===== config.mk =====
export PLATFORM = sky130hd
export DESIGN_NAME = compare_sequencer
export DESIGN_NICKNAME = d
export VERILOG_FILES = /design/src/rtl/compare_sequencer.sv
export SDC_FILE = /design/constraint.sdc
export NUM_CORES = 1
export LEC_CHECK = 0
export CAP_MARGIN = 25
export CORE_MARGIN = 5
export CORE_UTILIZATION = 55
export DETAILED_ROUTE_END_ITERATION = 10
export HOLD_SLACK_MARGIN = 0.02
export PLACE_DENSITY = 0.89
export SLEW_MARGIN = 20
export SYNTH_ARGS = -nofsm -noshare
export SYNTH_HDL_FRONTEND = slang
export SYNTH_SLANG_ARGS = --single-unit

===== constraint.sdc =====
create_clock -name clk -period 4.3 [get_ports clk]
set_clock_uncertainty 0.2 [all_clocks]
set_input_delay 0.86 -clock clk [delete_from_list [all_inputs] [get_ports clk]]
set_output_delay 0.86 -clock clk [all_outputs]
set_load 0.01 [all_outputs]

===== src/rtl/compare_sequencer.sv =====
`default_nettype none
// ============================================================================
// Module      : compare_sequencer
// Description : Drives one comparison pass over a loaded bitmap: column
//               slices first, then top/bottom row-slice pairs, accumulating a
//               saturating ALU match score with a per-wait timeout.
// Revision    : 1.0 - initial release
// ============================================================================
module compare_sequencer #(
    parameter int NCOLS     = 24,
    parameter int NROWPAIRS = 32,
    parameter int TIMEOUT   = 255
) (
    input  logic        clk,
    input  logic        rst,
    input  logic        start,
    output logic        nextcol,
    output logic        nextrowtop,
    output logic        nextrowbot,
    input  logic        colready,
    input  logic        rowtopready,
    input  logic        rowbotready,
    output logic        alu_go,
    output logic        alu_sel,
    input  logic        alu_done,
    input  logic [7:0]  alu_score,
    output logic        busy,
    output logic        done,
    output logic        error,
    output logic [15:0] score,
    output logic [4:0]  col_idx,
    output logic [5:0]  row_idx
);

    // Internal counters may be wider than the index ports so large bitmaps still terminate.
    localparam int c_CW = ($clog2(NCOLS + 1) > 5) ? $clog2(NCOLS + 1) : 5;
    localparam int c_RW = ($clog2(NROWPAIRS + 1) > 6) ? $clog2(NROWPAIRS + 1) : 6;
    localparam logic [c_CW-1:0] c_COL_LAST = c_CW'(NCOLS);
    localparam logic [c_RW-1:0] c_ROW_LAST = c_RW'(NROWPAIRS);
    localparam logic [7:0]      c_TMO_LAST = 8'(TIMEOUT - 1);

    typedef enum logic [2:0] {
        S_IDLE     = 3'd0,
        S_COL_REQ  = 3'd1,
        S_COL_WAIT = 3'd2,
        S_COL_ALU  = 3'd3,
        S_ROW_REQ  = 3'd4,
        S_ROW_WAIT = 3'd5,
        S_ROW_ALU  = 3'd6,
        S_DONE     = 3'd7
    } state_t;

    state_t          r_state, w_state_nxt;
    logic [15:0]     r_score, w_score_nxt;
    logic [c_CW-1:0] r_col_idx, w_col_nxt;
    logic [c_RW-1:0] r_row_idx, w_row_nxt;
    logic            r_top_got, w_top_nxt;
    logic            r_bot_got, w_bot_nxt;
    logic [7:0]      r_tmo, w_tmo_nxt;
    logic            w_err_nxt;
    logic            w_go_nxt;
    logic            w_sel_nxt;

    logic [16:0]     w_sum;
    logic [15:0]     w_score_sat;
    logic [c_CW-1:0] w_col_inc;
    logic [c_RW-1:0] w_row_inc;
    logic            w_top_seen;
    logic            w_bot_seen;
    logic            w_tmo_hit;

    assign w_sum       = {1'b0, r_score} + {9'd0, alu_score};
    assign w_score_sat = w_sum[16] ? 16'hFFFF : w_sum[15:0];
    assign w_col_inc   = r_col_idx + 1'b1;
    assign w_row_inc   = r_row_idx + 1'b1;
    assign w_top_seen  = r_top_got | rowtopready;
    assign w_bot_seen  = r_bot_got | rowbotready;
    assign w_tmo_hit   = (r_tmo == c_TMO_LAST);

    assign score   = r_score;
    assign col_idx = r_col_idx[4:0];
    assign row_idx = r_row_idx[5:0];

    always_comb begin
        w_state_nxt = r_state;
        w_score_nxt = r_score;
        w_col_nxt   = r_col_idx;
        w_row_nxt   = r_row_idx;
        w_top_nxt   = r_top_got;
        w_bot_nxt   = r_bot_got;
        w_tmo_nxt   = 8'd0;
        w_err_nxt   = error;
        w_go_nxt    = 1'b0;
        w_sel_nxt   = alu_sel;

        case (r_state)
            S_IDLE, S_DONE: begin
                if (start) begin
                    w_state_nxt = S_COL_REQ;
                    w_score_nxt = 16'd0;
                    w_col_nxt   = '0;
                    w_row_nxt   = '0;
                    w_err_nxt   = 1'b0;
                end
            end
            S_COL_REQ: w_state_nxt = S_COL_WAIT;
            S_COL_WAIT: begin
                if (colready) begin
                    w_state_nxt = S_COL_ALU;
                    w_go_nxt    = 1'b1;
                    w_sel_nxt   = 1'b0;
                end else if (w_tmo_hit) begin
                    w_state_nxt = S_DONE;
                    w_err_nxt   = 1'b1;
                end else begin
                    w_tmo_nxt = r_tmo + 8'd1;
                end
            end
            S_COL_ALU: begin
                if (alu_done) begin
                    w_score_nxt = w_score_sat;
                    w_col_nxt   = w_col_inc;
                    w_state_nxt = (w_col_inc == c_COL_LAST) ? S_ROW_REQ : S_COL_REQ;
                end else if (w_tmo_hit) begin
                    w_state_nxt = S_DONE;
                    w_err_nxt   = 1'b1;
                end else begin
                    w_tmo_nxt = r_tmo + 8'd1;
                end
            end
            S_ROW_REQ: begin
                w_top_nxt   = 1'b0;
                w_bot_nxt   = 1'b0;
                w_state_nxt = S_ROW_WAIT;
            end
            S_ROW_WAIT: begin
                // Either half of the pair may arrive first; remember each until both are in.
                w_top_nxt = w_top_seen;
                w_bot_nxt = w_bot_seen;
                if (w_top_seen && w_bot_seen) begin
                    w_state_nxt = S_ROW_ALU;
                    w_go_nxt    = 1'b1;
                    w_sel_nxt   = 1'b1;
                end else if (w_tmo_hit) begin
                    w_state_nxt = S_DONE;
                    w_err_nxt   = 1'b1;
                end else begin
                    w_tmo_nxt = r_tmo + 8'd1;
                end
            end
            S_ROW_ALU: begin
                if (alu_done) begin
                    w_score_nxt = w_score_sat;
                    w_row_nxt   = w_row_inc;
                    w_state_nxt = (w_row_inc == c_ROW_LAST) ? S_DONE : S_ROW_REQ;
                end else if (w_tmo_hit) begin
                    w_state_nxt = S_DONE;
                    w_err_nxt   = 1'b1;
                end else begin
                    w_tmo_nxt = r_tmo + 8'd1;
                end
            end
            default: w_state_nxt = S_IDLE;
        endcase
    end

    // Status and strobe outputs are decoded from the next state so they are registered.
    always_ff @(posedge clk or posedge rst) begin
        if (rst) begin
            r_state    <= S_IDLE;
            r_score    <= 16'd0;
            r_col_idx  <= '0;
            r_row_idx  <= '0;
            r_top_got  <= 1'b0;
            r_bot_got  <= 1'b0;
            r_tmo      <= 8'd0;
            error      <= 1'b0;
            alu_go     <= 1'b0;
            alu_sel    <= 1'b0;
            nextcol    <= 1'b0;
            nextrowtop <= 1'b0;
            nextrowbot <= 1'b0;
            busy       <= 1'b0;
            done       <= 1'b0;
        end else begin
            r_state    <= w_state_nxt;
            r_score    <= w_score_nxt;
            r_col_idx  <= w_col_nxt;
            r_row_idx  <= w_row_nxt;
            r_top_got  <= w_top_nxt;
            r_bot_got  <= w_bot_nxt;
            r_tmo      <= w_tmo_nxt;
            error      <= w_err_nxt;
            alu_go     <= w_go_nxt;
            alu_sel    <= w_sel_nxt;
            nextcol    <= (w_state_nxt == S_COL_REQ);
            nextrowtop <= (w_state_nxt == S_ROW_REQ);
            nextrowbot <= (w_state_nxt == S_ROW_REQ);
            busy       <= (w_state_nxt != S_IDLE) && (w_state_nxt != S_DONE);
            done       <= (w_state_nxt == S_DONE);
        end
    end

endmodule
`default_nettype wire


# == Word-level counts from Yosys, hierarchy flattened ==
# Cells that the tools add are included.
# op_classes
muxes,38
n_shift,0
bitwise,2
n_div,0
n_mul,0
n_reduce_logical,17
n_lt_le_gt_ge,0
add_sub_neg,4
eq_ne,23
# op_table
op,n
2-to-1 mux 16 bit,3
2-to-1 mux 8 bit,4
case mux 16 bit (2 select lines),1
case mux 8 bit (3 select lines),1
2-to-1 mux 3 bit,7
case mux 3 bit (7 select lines),1
"== test 3 bit, second input constant",6
adder 16 x 8 -> 17 bit,1
"!= test 2 bit, second input constant",8
2-to-1 mux 6 bit,2
case mux 6 bit (2 select lines),1
AND reduction 3 bit,4
2-to-1 mux 5 bit,2
case mux 5 bit (2 select lines),1
nonzero test 2 bit,5
2-to-1 mux 1 bit,9
"adder 8 x 1 -> 8 bit, second input constant",1
"== test 8 bit, second input constant",1
case mux 1 bit (2 select lines),4
"adder 6 x 1 -> 6 bit, second input constant",1
"== test 3 x 1 -> 1 bit, second input constant",2
"== test 3 x 2 -> 1 bit, second input constant",2
"== test 6 bit, second input constant",1
"adder 5 x 1 -> 5 bit, second input constant",1
12 further kinds,15
# totals
output_inout_bits,35
latchBits,0
n_memories,0
ramBits,0
input_bits,15
rom_bits,0
ff_bits,47

# == Depth between registers and ports, before layout ==
# Gate-level depths: netlist of run 1.
# logic_depth
word_depth,7
depth_mapped,8

# == Worst setup path after synthesis of run 1 ==
# OpenSTA, ideal clock, no wires.
# synth_timing
kind,input-to-reg
startpoint,input alu_score[0]
endpoint,register r_score[0] (netlist: score[0])
path_slack_ns,1.117
t_arrival_ns,2.851
required_time_ns,3.968
cell_stages,8
cell_sequence,ha_1 fa_1 a211oi_1 o21bai_1 a2111oi_4 nor3_1 nor2_1 a21oi_1
# synth_between
elab_chain_len,4
# synth_rtl
element,line,text
"start, declared",26,"input logic [7:0] alu_score,"
adder 16 x 8 -> 17 bit,72,"assign w_sum = {1'b0, r_score} + {9'd0, alu_score};"
2-to-1 mux 16 bit,73,assign w_score_sat = w_sum[16] ? 16'hFFFF : w_sum[15:0];
2-to-1 mux 16 bit,"120, 152",
case mux 16 bit (2 select lines),96,case (r_state)
"end signal, assigned",187,r_score <= w_score_nxt;
"end, declared",54,"logic [15:0] r_score, w_score_nxt;"
# Every way passes these cells. The select of a mux whose other input is x is not followed.
# A chain may end at the register's enable or synchronous reset.

# == Worst setup path in the final report of run 1 ==
# Same ends and word-level chain as after synthesis.

==> results of run 1 <==
## kinds of logic after synthesis
group,Yosys count,synth area share (%)
compound gates,86,19.6
mux,4,1.40
flops,47,39.8
fa+ha+maj,14,6.18
buf+inv,23,4.28
xor+xnor,16,5.00
simple gates,139,23.7
## cell usage after synthesis, types with 3 or more instances
cell / n
o22ai_1: 5
and3_1: 6
nand2_1: 30
inv_1: 10
o21ai_1: 3
nor3_1: 14
and4_1: 3
ha_1: 13
xor2_1: 11
a22oi_1: 4
dfrtp_1: 47
a31o_1: 3
a21oi_1: 25
nor2_1: 41
clkbuf_1: 6
xnor2_1: 4
o21ai_0: 18
nand3_1: 19
nor2b_1: 5
mux2i_1: 3
nand2b_1: 3
a211oi_1: 5
clkbuf_8: 3
## stage by stage
step	cell area, um2	hold slack (ps)
6_report	3560	317
5_1_grt	3560	366
4_1_cts	3550	315
3_5_place_dp	3450	294
3_3_place_gp	3450	283
2_1_floorplan	2950	263
## state kept, by name (all words and copies together), names as in the netlist
| name | flops |
|---|---|
| done | 1 |
| r_bot_got | 1 |
| score | 16 |
| error | 1 |
| alu_sel | 1 |
| busy | 1 |
| r_state | 3 |
| row_idx | 6 |
| nextcol | 1 |
| r_tmo | 8 |
| alu_go | 1 |
| r_top_got | 1 |
| col_idx | 5 |
| nextrowbot | 1 |
## worst reg2reg max path, cell delays in order, from the launching register on
cell,delay [ps]
dfrtp_1,400
ha_1,230
fa_1,430
a211oi_1,250
o21bai_1,170
a2111oi_4,550
nor3_1,190
nor2_1,410
a21oi_1,130
## power by group
| part | switching [W] | internal [W] |
|---|---|---|
| logic | 0.000500 | 0.000414 |
| clock network | 0.000142 | 0.000170 |
| registers | 0.000156 | 0.000548 |
## metal layers
metal / global-route usage (%) / wire (um) / vias to the layer above
met1: 24.6 / 2790 / 1318
li1: - / - / 1275
met5: 0 / 0 / -
met4: 7.13 / 98 / 0
met3: 4.26 / 455 / 14
met2: 32.6 / 3400 / 126
## layout by cell type, fill, tap and decap left out, types with 3 or more instances in the layout
master / Yosys / final
and4_1: 3 / 3
nand2b_1: 3 / 3
nand3_1: 19 / 19
nor3_1: 14 / 14
inv_1: 10 / 9
xnor2_1: 4 / 4
clkdlybuf4s50_1: 0 / 49
and3_1: 6 / 6
a22oi_1: 4 / 4
clkbuf_8: 3 / 5
o21ai_0: 18 / 18
nor2_1: 41 / 41
a21oi_1: 25 / 25
xor2_1: 11 / 11
mux2i_1: 3 / 3
dfrtp_1: 47 / 47
nand2_1: 30 / 30
o22ai_1: 5 / 5
a31o_1: 3 / 3
ha_1: 13 / 13
a211oi_1: 5 / 5
nor2b_1: 5 / 5
## worst max path at each step
stage | end | slack (ps) | depth (start not counted)
after floorplan | score[0] | 1120 | 8
after global placement | score[3] | 470 | 9
after detailed placement | score[0] | 380 | 9
after CTS | score[0] | 690 | 9
after global routing | score[6] | 440 | 9
final | score[0] | 610 | 9
## final cells by class
class                   count  area, um2  share of cell area [%]
well taps                  70       87.6                    2.46
repair buffers             50        498                    14.0
multi-input cells         259       1660                    46.5
inverters                  10       38.8                    1.09
clock buffers               6       72.6                    2.04
clock inverters             1       30.0                   0.844
flip-flops and latches     47       1180                    33.1
==> impl_metrics.env, run 1 <==
export IMPL_status="completed"
export IMPL_synth_edf_count=0
export IMPL_yosys_top_cells_area="dfrtp_1 (40%), ha_1 (5.5%), nor2_1 (5.2%), a21oi_1 (4.2%), nand2_1 (3.8%)"
export IMPL_syn_area_um2=2950
export IMPL_period_share_pct=85.8
export IMPL_async_reset_ff_share_pct=100
export IMPL_htreeDepth=2
export IMPL_dp_cells=436
export IMPL_grtUsageTotal_pct=19.5
export IMPL_ys_seq_area_share_pct=39.8
export IMPL_die_area_um2=6940
export IMPL_worstPathArrival_ps=3650
export IMPL_reg2reg_from="score[0]"
export IMPL_fin_util_pct=68.8
export IMPL_initial_utilization_pct=57.1
export IMPL_cts_hold_buf=0
export IMPL_reg2regPathDepth=8
export IMPL_clock_path_buffers=2
export IMPL_synth_top_area_share_pct=39.8
export IMPL_reg2reg_slack_ps=1200
export IMPL_wire_per_inst_um=15.2
export IMPL_fp_coreArea_um2=5170
export IMPL_synth_nets=358
export IMPL_syn_instance_count=329
export IMPL_grt_start_max_net_pins=48
export IMPL_worstSkewPairLatency_ps=300
export IMPL_dpl_hpwl_um=4780
export IMPL_yosys_cell_types_count=61
export IMPL_finalPower_w=0.00193
export IMPL_antenna_found_initial=0
export IMPL_finalHoldViolCount=0
export IMPL_syn_area_per_cell_um2=8.98
export IMPL_p_leak_nw=1.46
export IMPL_grt_pass1_wl_um=11400
export IMPL_boundaryPins=50
export IMPL_crit_family="compound AO/OA/AOI/OAI gates"
export IMPL_firstDrtPassIters=5
export IMPL_fin_cells=443
export IMPL_num_fill_cells=395
export IMPL_worstPathRequired_ps=4270
export IMPL_cts_sinks=47
export IMPL_cap_viol_max_count=0
export IMPL_die_x_um=83.3
export IMPL_max_slew_worst_pin_slew_ps=800
export IMPL_cp_max_fo=6
export IMPL_fin_crit_ps=3690
export IMPL_hold_class="reg2reg"
export IMPL_cts_resized=0
export IMPL_rows=26
export IMPL_power_density_nw_per_um2=542
export IMPL_gr_total_overflow=0
export IMPL_drt_initial_drc_count=293
export IMPL_slew_viol_final=0
export IMPL_synthFlopType="dfrtp_1"
export IMPL_slowest_stage="a2111oi_4"
export IMPL_critPathCaptureType="flip-flop"
export IMPL_hold_end="r_top_got"
export IMPL_hold_depth=2
export IMPL_cts_tree="done"
export IMPL_antenna_cells=0
export IMPL_worst_path_buf_inv=1
export IMPL_fin_setup_tns_ps=0
export IMPL_drc=0
export IMPL_ant_nets=0
export IMPL_numCtsBuffers=5
export IMPL_path_clk_slew_ps=80
export IMPL_crit_start="alu_score[0]"
export IMPL_io_buffer_count=49
export IMPL_root_buffer="clkbuf_8"
export IMPL_min_from="r_top_got"
export IMPL_critPathKind="in2reg"
export IMPL_grt_pass1_vias=2559
export IMPL_relSlewSlack_pct=46.6
export IMPL_ys_ff_latch=47
export IMPL_post_cts_buffers=0
export IMPL_cp_cell_sequence="clkdlybuf4s50_1, ha_1, fa_1, a211oi_1, o21bai_1, a2111oi_4, nor3_1, nor2_1, a21oi_1"
export IMPL_areaGrowthSynthToFinish_pct=20.5
export IMPL_r2r_end="score[0]"
export IMPL_place_congestion=0.908
export IMPL_start_kind="input port"
export IMPL_setup_viol_count_final=0
export IMPL_pre_cts_ws_ps=380
export IMPL_post_route_cells_drive_above_1_share_pct=5.63
export IMPL_yosysWarnings=0
export IMPL_cpPeakStageDelay_ps=550
export IMPL_drt_total_wl_um=6740
export IMPL_synth_area_leader_cell="dfrtp_1"
export IMPL_max_freq_mhz=271
export IMPL_rsz0062_at_grt="false"
export IMPL_worst_slack_ps=612
export IMPL_peakVddDrop_mv=0.315
export IMPL_nets=402
export IMPL_vias=2733
export IMPL_die_h_um=83.3
export IMPL_avgViaCountPerCell=6.17
(Power assumes the default switching activity.)
==> run 2, diff against run 1 <==
--- a/config.mk
+++ b/config.mk
@@ -9,8 +9,9 @@
 export CORE_MARGIN = 5
 export CORE_UTILIZATION = 55
 export DETAILED_ROUTE_END_ITERATION = 10
+export DONT_BUFFER_PORTS = 1
 export HOLD_SLACK_MARGIN = 0.02
-export PLACE_DENSITY = 0.89
+export PLACE_DENSITY = 0.77
 export SLEW_MARGIN = 20
 export SYNTH_ARGS = -nofsm -noshare
 export SYNTH_HDL_FRONTEND = slang
==> constraint.sdc (replaced) <==
create_clock -name clk -period 4.3 [get_ports clk]
set_clock_uncertainty 0.2 [all_clocks]
set_input_delay 0.43 -clock clk [delete_from_list [all_inputs] [get_ports clk]]
set_output_delay 0.43 -clock clk [all_outputs]
set_load 0.01 [all_outputs]
==> run 2 against run 1 <==
Net effect:
- critical path depth decreased by 1
- die area is the same
- global-route usage shrank 0.95 points
- final cell count fell by 11%
- worst setup slack better by 550 ps
- fmax up 18%
- utilization shrank 9.7 points
- clock power fell by 13%
- first-iteration DRC count down 49%
- register-to-register slack got worse by 30 ps
- critical endpoint is now score[4]
- highest routed layer unchanged
==> impl_metrics.env, run 2 (synthesized netlist as in run 1, its figures left out) <==
export IMPL_status="completed"
export IMPL_nets=354
export IMPL_pre_cts_ws_ps=1180
export IMPL_critPathCaptureType="flip-flop"
export IMPL_fp_coreArea_um2=5170
export IMPL_grtUsageTotal_pct=18.5
export IMPL_root_buffer="clkbuf_8"
export IMPL_avgViaCountPerCell=6.10
export IMPL_cts_sinks=47
export IMPL_reg2reg_slack_ps=1170
export IMPL_setup_viol_count_final=0
export IMPL_slew_viol_final=0
export IMPL_cap_viol_max_count=0
export IMPL_drt_initial_drc_count=150
export IMPL_relSlewSlack_pct=47.0
export IMPL_die_x_um=83.3
export IMPL_worstPathArrival_ps=3100
export IMPL_wire_per_inst_um=15.6
export IMPL_boundaryPins=50
export IMPL_worst_slack_ps=1170
export IMPL_rows=26
export IMPL_die_area_um2=6940
export IMPL_reg2reg_from="score[0]"
export IMPL_antenna_found_initial=0
export IMPL_cp_max_fo=6
export IMPL_dpl_hpwl_um=4440
export IMPL_rsz0062_at_grt="false"
export IMPL_whs_ps=89.3
export IMPL_final_cell_mix="dfrtp_1 (47), nor2_1 (41), nand2_1 (30)"
export IMPL_htreeDepth=2
export IMPL_ant_nets=0
export IMPL_power_density_nw_per_um2=559
export IMPL_initial_utilization_pct=57.1
export IMPL_firstDrtPassIters=4
export IMPL_reg2regPathDepth=8
export IMPL_post_cts_buffers=0
export IMPL_clock_path_buffers=2
export IMPL_gr_total_overflow=0
export IMPL_r2r_end="score[4]"
export IMPL_fin_setup_tns_ps=0
export IMPL_drt_total_wl_um=6170
export IMPL_peakVddDrop_mv=0.285
export IMPL_start_kind="flip-flop"
export IMPL_setup_worst_path_end="score[4]"
export IMPL_numCtsBuffers=5
export IMPL_antenna_cells=0
export IMPL_cts_tree="done"
export IMPL_vias=2410
export IMPL_io_buffer_count=0
export IMPL_areaGrowthSynthToFinish_pct=3.56
export IMPL_crit_start="score[0]"
export IMPL_path_clk_slew_ps=90
export IMPL_finalHoldViolCount=0
export IMPL_die_h_um=83.3
export IMPL_fin_crit_ps=3130
export IMPL_grt_pass1_wl_um=10800
export IMPL_hold_class="in2reg"
export IMPL_max_slew_worst_pin_slew_ps=794
export IMPL_grt_start_max_net_pins=48
export IMPL_critPathKind="reg2reg"
export IMPL_max_freq_mhz=319
export IMPL_cts_resized=0
export IMPL_drc=0
export IMPL_layout_commonest_cell="dfrtp_1"
export IMPL_worstSkewPairLatency_ps=300
export IMPL_largest_reg_flops=16
export IMPL_place_congestion=0.906
export IMPL_p_leak_nw=1.28
export IMPL_period_share_pct=72.9
export IMPL_worstPathRequired_ps=4270
export IMPL_grt_pass1_vias=2287
export IMPL_post_route_cells_drive_above_1_share_pct=6.46
[run 2: cell type report]
type                            count  area, um2
Clock buffer                        6       82.6
Clock inverter                      1       5.00
Fill cell                         471       2110
Inverter                           10       38.8
Multi-Input combinational cell    259       1650
Sequential cell                    47       1180
Tap cell                           70       87.6
Timing Repair Buffer                2       17.5
[run 2: report_power, final]
part           internal (W)  total [W]  switching (W)
registers          0.000548   0.000745       0.000197
logic              0.000281   0.000695       0.000415
clock network      0.000126   0.000272       0.000145
[run 2: per-stage QoR]
| step | instance area (um2) | utilization (%) | instances | total power, W |
|---|---|---|---|---|
| after global placement | 2960 | 57.2 | 387 | 0.00143 |
| after CTS | 3050 | 58.9 | 394 | 0.00172 |
| after floorplan | 2950 | - | 329 | 0.00130 |
| final | 3060 | 59.1 | 395 | 0.00171 |
| after detailed placement | 2960 | 57.2 | 387 | 0.00144 |
| after global routing | 3060 | 59.1 | 395 | 0.00186 |
[run 2: per-layer routing]
metal	global-route usage, %	up-vias	part of all wire, %
met5	0	-	0
met4	5.50	0	1.5
met3	5.45	7	6.0
met2	30.7	59	49
met1	23.4	1165	43
li1	-	1179	-
[run 2: repair_timing]
item                                   4_1_cts  5_1_grt
setup endpoints to repair                    0        0
endpoints found under the hold margin        0       47
hold buffers                                 0        1
[run 2: worst min path at each step]
stage / start / endpoint / slack, ps / cells after the start
floorplan: r_bot_got / r_bot_got / 260 / 2
global placement: r_bot_got / r_bot_got / 280 / 2
detailed placement: r_top_got / r_top_got / 290 / 2
CTS: rst / score[4] / 50 / 1
global route: rowtopready / r_top_got / 80 / 2
finish: alu_done / col_idx[4] / 90 / 2
[run 2: worst max-delay path: stages (launching register included)]
cell and delay, ps:
dfrtp_1 430, ha_1 250, fa_1 430, a211oi_1 240, o21bai_1 150, a2111oi_4 540, nor3_1 180, nor2_1 430
a21oi_1 140
==> run 3, diff against run 2 <==
==> constraint.sdc (replaced) <==
create_clock -name clk -period 3.2 [get_ports clk]
set_clock_uncertainty 0.2 [all_clocks]
set_input_delay 0.32 -clock clk [delete_from_list [all_inputs] [get_ports clk]]
set_output_delay 0.32 -clock clk [all_outputs]
set_load 0.01 [all_outputs]
==> run 3 against run 2 <==
Net effect:
- register-to-register slack got worse by 940 ps
- die area unchanged
- first-iteration DRC count decreased by 25%
- sequential share of layout area decreased by 0.97 points
- clock power increased by 67%
- worst setup slack got worse by 940 ps
- critical endpoint is now score[6]
- highest routed layer unchanged
==> impl_metrics.env, run 3 (synthesized netlist as in run 1, its figures left out) <==
export IMPL_worstPathRequired_ps=3170
export IMPL_cts_tree="done"
export IMPL_ant_nets=0
export IMPL_drt_total_wl_um=6280
export IMPL_fin_crit_ps=2980
export IMPL_worstSkewPairLatency_ps=300
export IMPL_finalHoldViolCount=0
export IMPL_rsz0062_at_grt="false"
export IMPL_worstPathArrival_ps=2950
export IMPL_cp_cell_sequence="ha_1, fa_1, a211oi_1, o21bai_1, a2111oi_4, nor3_1, nor2_1, a21oi_1"
export IMPL_clock_path_buffers=2
export IMPL_drc=0
export IMPL_critPathCaptureType="flip-flop"
export IMPL_grt_pass1_wl_um=10400
export IMPL_p_leak_nw=1.31
export IMPL_seq_power_share_pct=41.7
export IMPL_path_clk_slew_ps=90
export IMPL_fp_coreArea_um2=5170
export IMPL_critPathKind="reg2reg"
export IMPL_vias=2409
export IMPL_worst_slack_ps=223
export IMPL_hold_class="in2reg"
export IMPL_cts_sinks=47
export IMPL_max_slew_worst_pin_slew_ps=1040
export IMPL_io_buffer_count=0
export IMPL_rows=26
export IMPL_combPwrFrac_pct=39.4
export IMPL_boundaryPins=50
export IMPL_cp_max_fo=6
export IMPL_relSlewSlack_pct=30.4
export IMPL_setup_viol_count_final=0
export IMPL_sw_frac_of_total_pct=42.8
export IMPL_drt_initial_drc_count=112
export IMPL_fin_cells=400
export IMPL_die_area_um2=6940
export IMPL_largest_reg_flops=16
export IMPL_finalPower_w=0.00241
export IMPL_place_congestion=0.883
export IMPL_post_cts_buffers=0
export IMPL_areaGrowthSynthToFinish_pct=6.23
export IMPL_antenna_found_initial=0
export IMPL_period_share_pct=93.0
export IMPL_nets=358
export IMPL_pre_cts_ws_ps=258
export IMPL_grtUsageTotal_pct=17.8
export IMPL_die_h_um=83.3
export IMPL_power_frac_clock_pct=18.8
export IMPL_power_switching_w=0.00103
export IMPL_dpl_hpwl_um=4490
export IMPL_slowest_stage="dfrtp_1"
export IMPL_initial_utilization_pct=57.1
export IMPL_firstDrtPassIters=4
export IMPL_die_x_um=83.3
export IMPL_root_buffer="clkbuf_8"
export IMPL_htreeDepth=2
export IMPL_power_density_nw_per_um2=768
export IMPL_status="completed"
export IMPL_numCtsBuffers=5
export IMPL_layout_commonest_cell="dfrtp_1"
export IMPL_gr_total_overflow=0
export IMPL_peakVddDrop_mv=0.331
export IMPL_grt_start_max_net_pins=48
export IMPL_intPower_w=0.00138
export IMPL_max_freq_mhz=336
export IMPL_post_route_cells_drive_above_1_share_pct=6.97
export IMPL_grt_pass1_vias=2200
export IMPL_fin_setup_tns_ps=0
export IMPL_wire_per_inst_um=15.7
export IMPL_avgViaCountPerCell=6.02
export IMPL_cpPeakStageDelay_ps=440
export IMPL_dp_cells=387
export IMPL_cap_viol_max_count=0
export IMPL_fin_util_pct=60.7
export IMPL_final_cell_mix="dfrtp_1 (47), nor2_1 (41), nand2_1 (30)"
export IMPL_slew_viol_final=0
export IMPL_start_kind="flip-flop"
export IMPL_antenna_cells=0
## run 3: cell types whose count changed in the layout (fill, tap and decap cells not counted), sizes merged
cell	before	now
dlygate4sd3	1	4
buf	1	2
bufinv	0	1
clkinv	2	1
inv	9	10
## run 3: per-layer routing
layer,routed length [um],vias to the layer above,global-route usage [%]
li1,-,1195,-
met1,2680,1135,22.5
met2,3020,69,28.2
met3,463,10,6.14
met4,116,0,6.54
met5,0,-,0
## run 3: path summary, 6_finish.rpt
kind,slack (ps),start,cells past startpoint,endpoint
min,50,alu_done,3,col_idx[2]
min in group asynchronous,190,rst,2,score[4]
min reg2reg,310,r_tmo[0],1,r_tmo[0]
max reg2reg,220,score[0],8,score[6]
max,220,score[0],8,score[6]
max in group asynchronous,2130,rst,3,col_idx[1]
## run 3: power by group through the flow
stage / Combinational [W] / Clock [W] / Sequential [W]
2_1_floorplan: 0.000835 / 0 / 0.000915
3_3_place_gp: 0.000916 / 0 / 0.00101
3_5_place_dp: 0.000929 / 0 / 0.00102
4_1_cts: 0.000943 / 0.000464 / 0.00100
5_1_grt: 0.00107 / 0.000495 / 0.00103
6_report: 0.000950 / 0.000454 / 0.00101
## run 3: cell type report
type / count / area [um2]
fill: 459 / 2030
multi-input combinational: 259 / 1650
sequential: 47 / 1180
tap: 70 / 87.6
clock buffer: 6 / 82.6
timing repair buffer: 6 / 67.6
inverter: 10 / 37.5
clock inverter: 2 / 35.0
## run 3: timing repair
item,in CTS,in global routing
hold buffers,4,0
endpoints found under the hold margin,52,0
resized for setup,0,0
## run 3: through the flow
stage	cell area [um2]	hold slack (ps)
global placement	2960	268
CTS	3120	44.9
global route	3140	58.3
finish	3140	52.3
detailed placement	2960	276
floorplan	2950	263
## run 3: critical path, delay by kind of cell (launching register included)
family / cells / cell delay [ps]
DFF: 1 / 440
AOI/OAI and AO/OA: 4 / 980
adders and majority gates: 2 / 670
and+or+nand+nor: 2 / 550
==> edit 1 (config.mk and constraints of run 1) <==
Re-encode `state_t` (8 states) as one-hot, 8 bits wide.
--- a/src/rtl/compare_sequencer.sv
+++ b/src/rtl/compare_sequencer.sv
@@ -39,15 +39,15 @@
     localparam logic [c_RW-1:0] c_ROW_LAST = c_RW'(NROWPAIRS);
     localparam logic [7:0]      c_TMO_LAST = 8'(TIMEOUT - 1);
 
-    typedef enum logic [2:0] {
-        S_IDLE     = 3'd0,
-        S_COL_REQ  = 3'd1,
-        S_COL_WAIT = 3'd2,
-        S_COL_ALU  = 3'd3,
-        S_ROW_REQ  = 3'd4,
-        S_ROW_WAIT = 3'd5,
-        S_ROW_ALU  = 3'd6,
-        S_DONE     = 3'd7
+    typedef enum logic [7:0] {
+        S_IDLE     = 8'b00000001,
+        S_COL_REQ  = 8'b00000010,
+        S_COL_WAIT = 8'b00000100,
+        S_COL_ALU  = 8'b00001000,
+        S_ROW_REQ  = 8'b00010000,
+        S_ROW_WAIT = 8'b00100000,
+        S_ROW_ALU  = 8'b01000000,
+        S_DONE     = 8'b10000000
     } state_t;
 
     state_t          r_state, w_state_nxt;
Check against the original RTL: no difference found for any inputs over 10 cycles, from zero or initial values and one cycle with rst high; not proved beyond that.
==> edit 1 against run 1 <==
- utilization fell by 1.4 points
- wire length rose by 2.4%
- sequential share of layout area rose by 2.5 points
- critical path depth did not move
- maximum frequency rose by 11%
- setup slack improved by 360 ps
- sequential cell count rose by 5
- design area rose by 3.0%
- worst hold slack got worse by 10 ps
- synthesized area rose by 2.3%
Power is not compared: it rests on default switching activity, and its combinational part moved more than twofold at a synthesized area within 25%.
==> edit 1: results (changes against run 1) <==
Parameter                              Value

Status
  Result of the run ... completed

Min path
  Startpoint of the lowest-slack hold path ... r_tmo[0]
  Destination of the worst hold path ... r_tmo[0]
  Worst hold path stage count ... 1 (-1)

Global route
  Global-route wire length before repair ... 12000 µm (+5.4%)
  Met2 track demand over resource in global routing ... 34.1% (+1.6 points)
  Combined global-route utilization of all metal layers ... 20.4% (+0.95 points)
  GR Util met1 ... 27.3% (+2.7 points)
  Maximum number of pins on one net before global-route repair ... 34 (-29%)

CTS
  Buffers from clock root to sink, at most ... 2 (unchanged)
  Source-to-sink clock delay at the later pin of the worst-skew pair ... 300 ps (about the same)
  Clk slew on worst S/H paths ... approximately 90 ps
  Total CTS buffers ... 5 (unchanged)

STA
  Final worst path period share ... 77.4% (-8.4 points)
  Relative slew slack ... 36.2% (-10 points)

Power and ir drop
  Maximum VDD drop ... ~0.27 mV
  Power spent charging and discharging nets ... 0.397 mW

Placement
  Worst slack at placement ... 615 ps (+235 ps)
  HPWL reported at the end of detailed placement ... 5290 µm (+11%)

Final layout
  Number of multi-input logic gates ... 254 (-1.9%)
  Total Nets Final ... 399 (-0.75%)
  Layout inverter count without the clock tree ... 8 (-2)
  Antenna diode count ... 0 (unchanged)
  Footprint of the flip-flops and latches ... 1300 µm² (+11%)
  FF+latch count ... 52 (+11%)
  Multi-input logic portion of the cell area ... 44.7% (-1.8 points)
  Clock buffer count in the final layout ... 7 (+1)
  Proportion of layout cells with a drive suffix above 1 ... 6.99% (+1.4 points)
  Filler Cell Count ... 445 (+13%)
  Clock buf/inv share ... 2.56% (-0.32 points)
  Signal buf overhead ... 13.9% (-0.069 points)

Synthesis
  Count of different cell masters after synthesis ... 64 (+4.9%)
  Number of instances in the synthesized netlist ... 322 (-2.1%)
  Post-Synthesis Net Count ... 350 (-2.2%)
  Commonest cells in the synthesized netlist ... dfrtp_1, nand2_1, o21ai_0
  Top cells by area in the synthesized netlist ... dfrtp_1, nand2_1, ha_1
  Sequential share of the synthesized area ... 43.1% (+3.3 points)

Route
  Number of design-rule violations left by the first detailed-router iteration ... 148 (-49%)
  Number of vias per cell ... 5.85 (-5.1%)
  Avg WL per Cell ... 15.6 µm (+2.2%)
  Met3 routed WL ... 291 µm (-36%)
  Via total after detailed routing ... 2599 (-4.9%)
  Met1 routed wirelength after detailed routing ... 3050 µm (+9.1%)
  DR WL met2 ... 3480 µm (+2.4%)
  Drt first pass iters ... 4 (-1)

Setup path
  Max Fanout on Critical Path ... 11 (+5)
  Worst setup path end ... score[1]
  Reg2reg setup slack ... 1530 ps (+330 ps)
  Worst Path Arrival ... 3320 ps (-330 ps)
  Crit-path slowest cell ... fa_1
  Largest stage delay on the critical path ... 440 ps (-110 ps)
edit 1: logic make-up (layout without fill, tap and decap cells):
kind of cell,after synthesis,in the layout,share of synthesized area [%]
AND/OR/NAND/NOR,130,130,22.2
AO/OA/AOI/OAI,91,91,20.2
flip-flops,52,52,43.1
XOR/XNOR,16,16,4.64
buffers and inverters,16,66,2.86
adder cells (fa/ha/maj),13,13,5.63
multiplexers,4,4,1.37
edit 1: power by group through the flow:
stage               sequential (mW)  combinational, mW  clock, mW
global placement              0.572              0.331          0
finish                        0.566              0.346      0.285
floorplan                     0.575              0.231          0
CTS                           0.565              0.347      0.292
detailed placement            0.574              0.345          0
global route                  0.572              0.386      0.314
edit 1: metrics by stage:
step	instance area, µm²	hold slack [ps]	util, %
final	3670	307	67.4
after detailed placement	3570	291	65.6
after CTS	3660	303	67.3
after global routing	3670	336	67.4
after global placement	3550	263	65.2
after floorplan	3020	252	-
==> edit 2 (settings of run 1) <==
Made on the original files. Set the parameter `NROWPAIRS` to 128 (it was 32).
--- a/src/rtl/compare_sequencer.sv
+++ b/src/rtl/compare_sequencer.sv
@@ -8,7 +8,7 @@
 // ============================================================================
 module compare_sequencer #(
     parameter int NCOLS     = 24,
-    parameter int NROWPAIRS = 32,
+    parameter int NROWPAIRS = 128,
     parameter int TIMEOUT   = 255
 ) (
     input  logic        clk,
Formal check against the unedited RTL: same outputs for any inputs over 10 cycles, from zero or initial values and one cycle with rst high; that may be too few to reach the edited logic, so the function may still have changed.
==> edit 2 against run 1 <==
- design area rose by 1.9%
- largest power group unchanged
- via count rose by 0.11%
- critical path depth is 1 higher
- clock power fell by 4%
- critical path type unchanged
- die area rose by 3.5%
- total power up 0.95%
- synthesized area is 4.0% higher
- sequential cell count increased by 2
- wire length is 0.12% higher
- register-to-register slack improved by 590 ps
- setup slack better by 610 ps
- sequential share of layout area up 0.76 points
==> edit 2: results (changes against run 1) <==
Parameter                              Value

Status
  Result of the run ... completed

Setup path
  Largest stage delay on the critical path ... 460 ps (-90 ps)
  Crit-path slowest cell ... clkdlybuf4s50_1
  R2R depth ... 4 (-4)
  Worst r2r src ... r_state[0]
  Capture instance of the worst register-to-register path ... score[15]

Synthesis
  Adder-cell area share of the yosys netlist ... 5.54% (-0.65 points)
  Share of the synthesized area in the top cell type ... 39.9% (+0.089 points)
  Count of different cell masters after synthesis ... 64 (+4.9%)
  Sequential share of the synthesized area ... 39.9% (+0.089 points)
  Top cells by area in the synthesized netlist ... dfrtp_1, nand2_1, o21ai_0
  Commonest cells in the synthesized netlist ... dfrtp_1, nand2_1, o21ai_0

Global route
  Global-route wire length before repair ... 11700 µm (+2.5%)
  Met3 Track Usage GR ... 4.91% (+0.65 points)
  GR Util met1 ... 24.8% (+0.17 points)
  Combined global-route utilization of all metal layers ... 19.5% (+0.068 points)

Final layout
  FF+latch count ... 49 (+4.3%)
  Total Nets Final ... 409 (+1.7%)
  Proportion of layout cells with a drive suffix above 1 ... 7.33% (+1.7 points)
  Filler Cell Count ... 462 (+17%)
  Signal buf overhead ... 14.3% (+0.29 points)
  Sequential cell area share ... 33.8% (+0.76 points)
  Footprint of the flip-flops and latches ... 1230 µm² (+4.3%)
  Clock buf/inv share ... 2.62% (-0.26 points)

Power and ir drop
  Cell internal pwr ... 1.13 mW (-0.22%)
  Comb pwr share ... 46.0% (-1.3 points)

Route
  DR WL met2 ... 3320 µm (-2.4%)
  Via total after detailed routing ... 2736 (+0.11%)

Placement
  Last weighted congestion value of the routability-driven placer ... 0.863 (-4.9%)
  HPWL reported at the end of detailed placement ... 4830 µm (+1.0%)
edit 2: changes by cell type in the layout (fill, tap and decap cells not counted), moves of 4 or more:
cell / delta
nand3_1: -6
o21a_1: +4
nor2_1: -11
a211oi_1: -4
o22ai_1: -4
nor3_1: -7
or4_1: +4
nand2_1: +15
nand2b_1: +4
o21ai_0: +13
or3_1: +4
a21oi_1: -4
edit 2: worst max path at each step:
stage / slack [ps] / end / start
5_1_grt: 980 / score[6] / alu_score[0]
4_1_cts: 1200 / score[5] / alu_score[0]
6_report: 1220 / score[5] / alu_score[0]
3_3_place_gp: 940 / score[12] / alu_score[0]
3_5_place_dp: 880 / score[3] / alu_score[0]
2_1_floorplan: 1510 / score[12] / alu_score[0]
edit 2: through the flow:
stage / hold slack, ps / util (%) / setup WS, ps
2_1_floorplan: 263 / - / 1510
3_3_place_gp: 280 / 64.0 / 940
3_5_place_dp: 297 / 64.4 / 885
4_1_cts: 321 / 66.1 / 1200
5_1_grt: 354 / 66.3 / 976
6_report: 312 / 66.3 / 1220
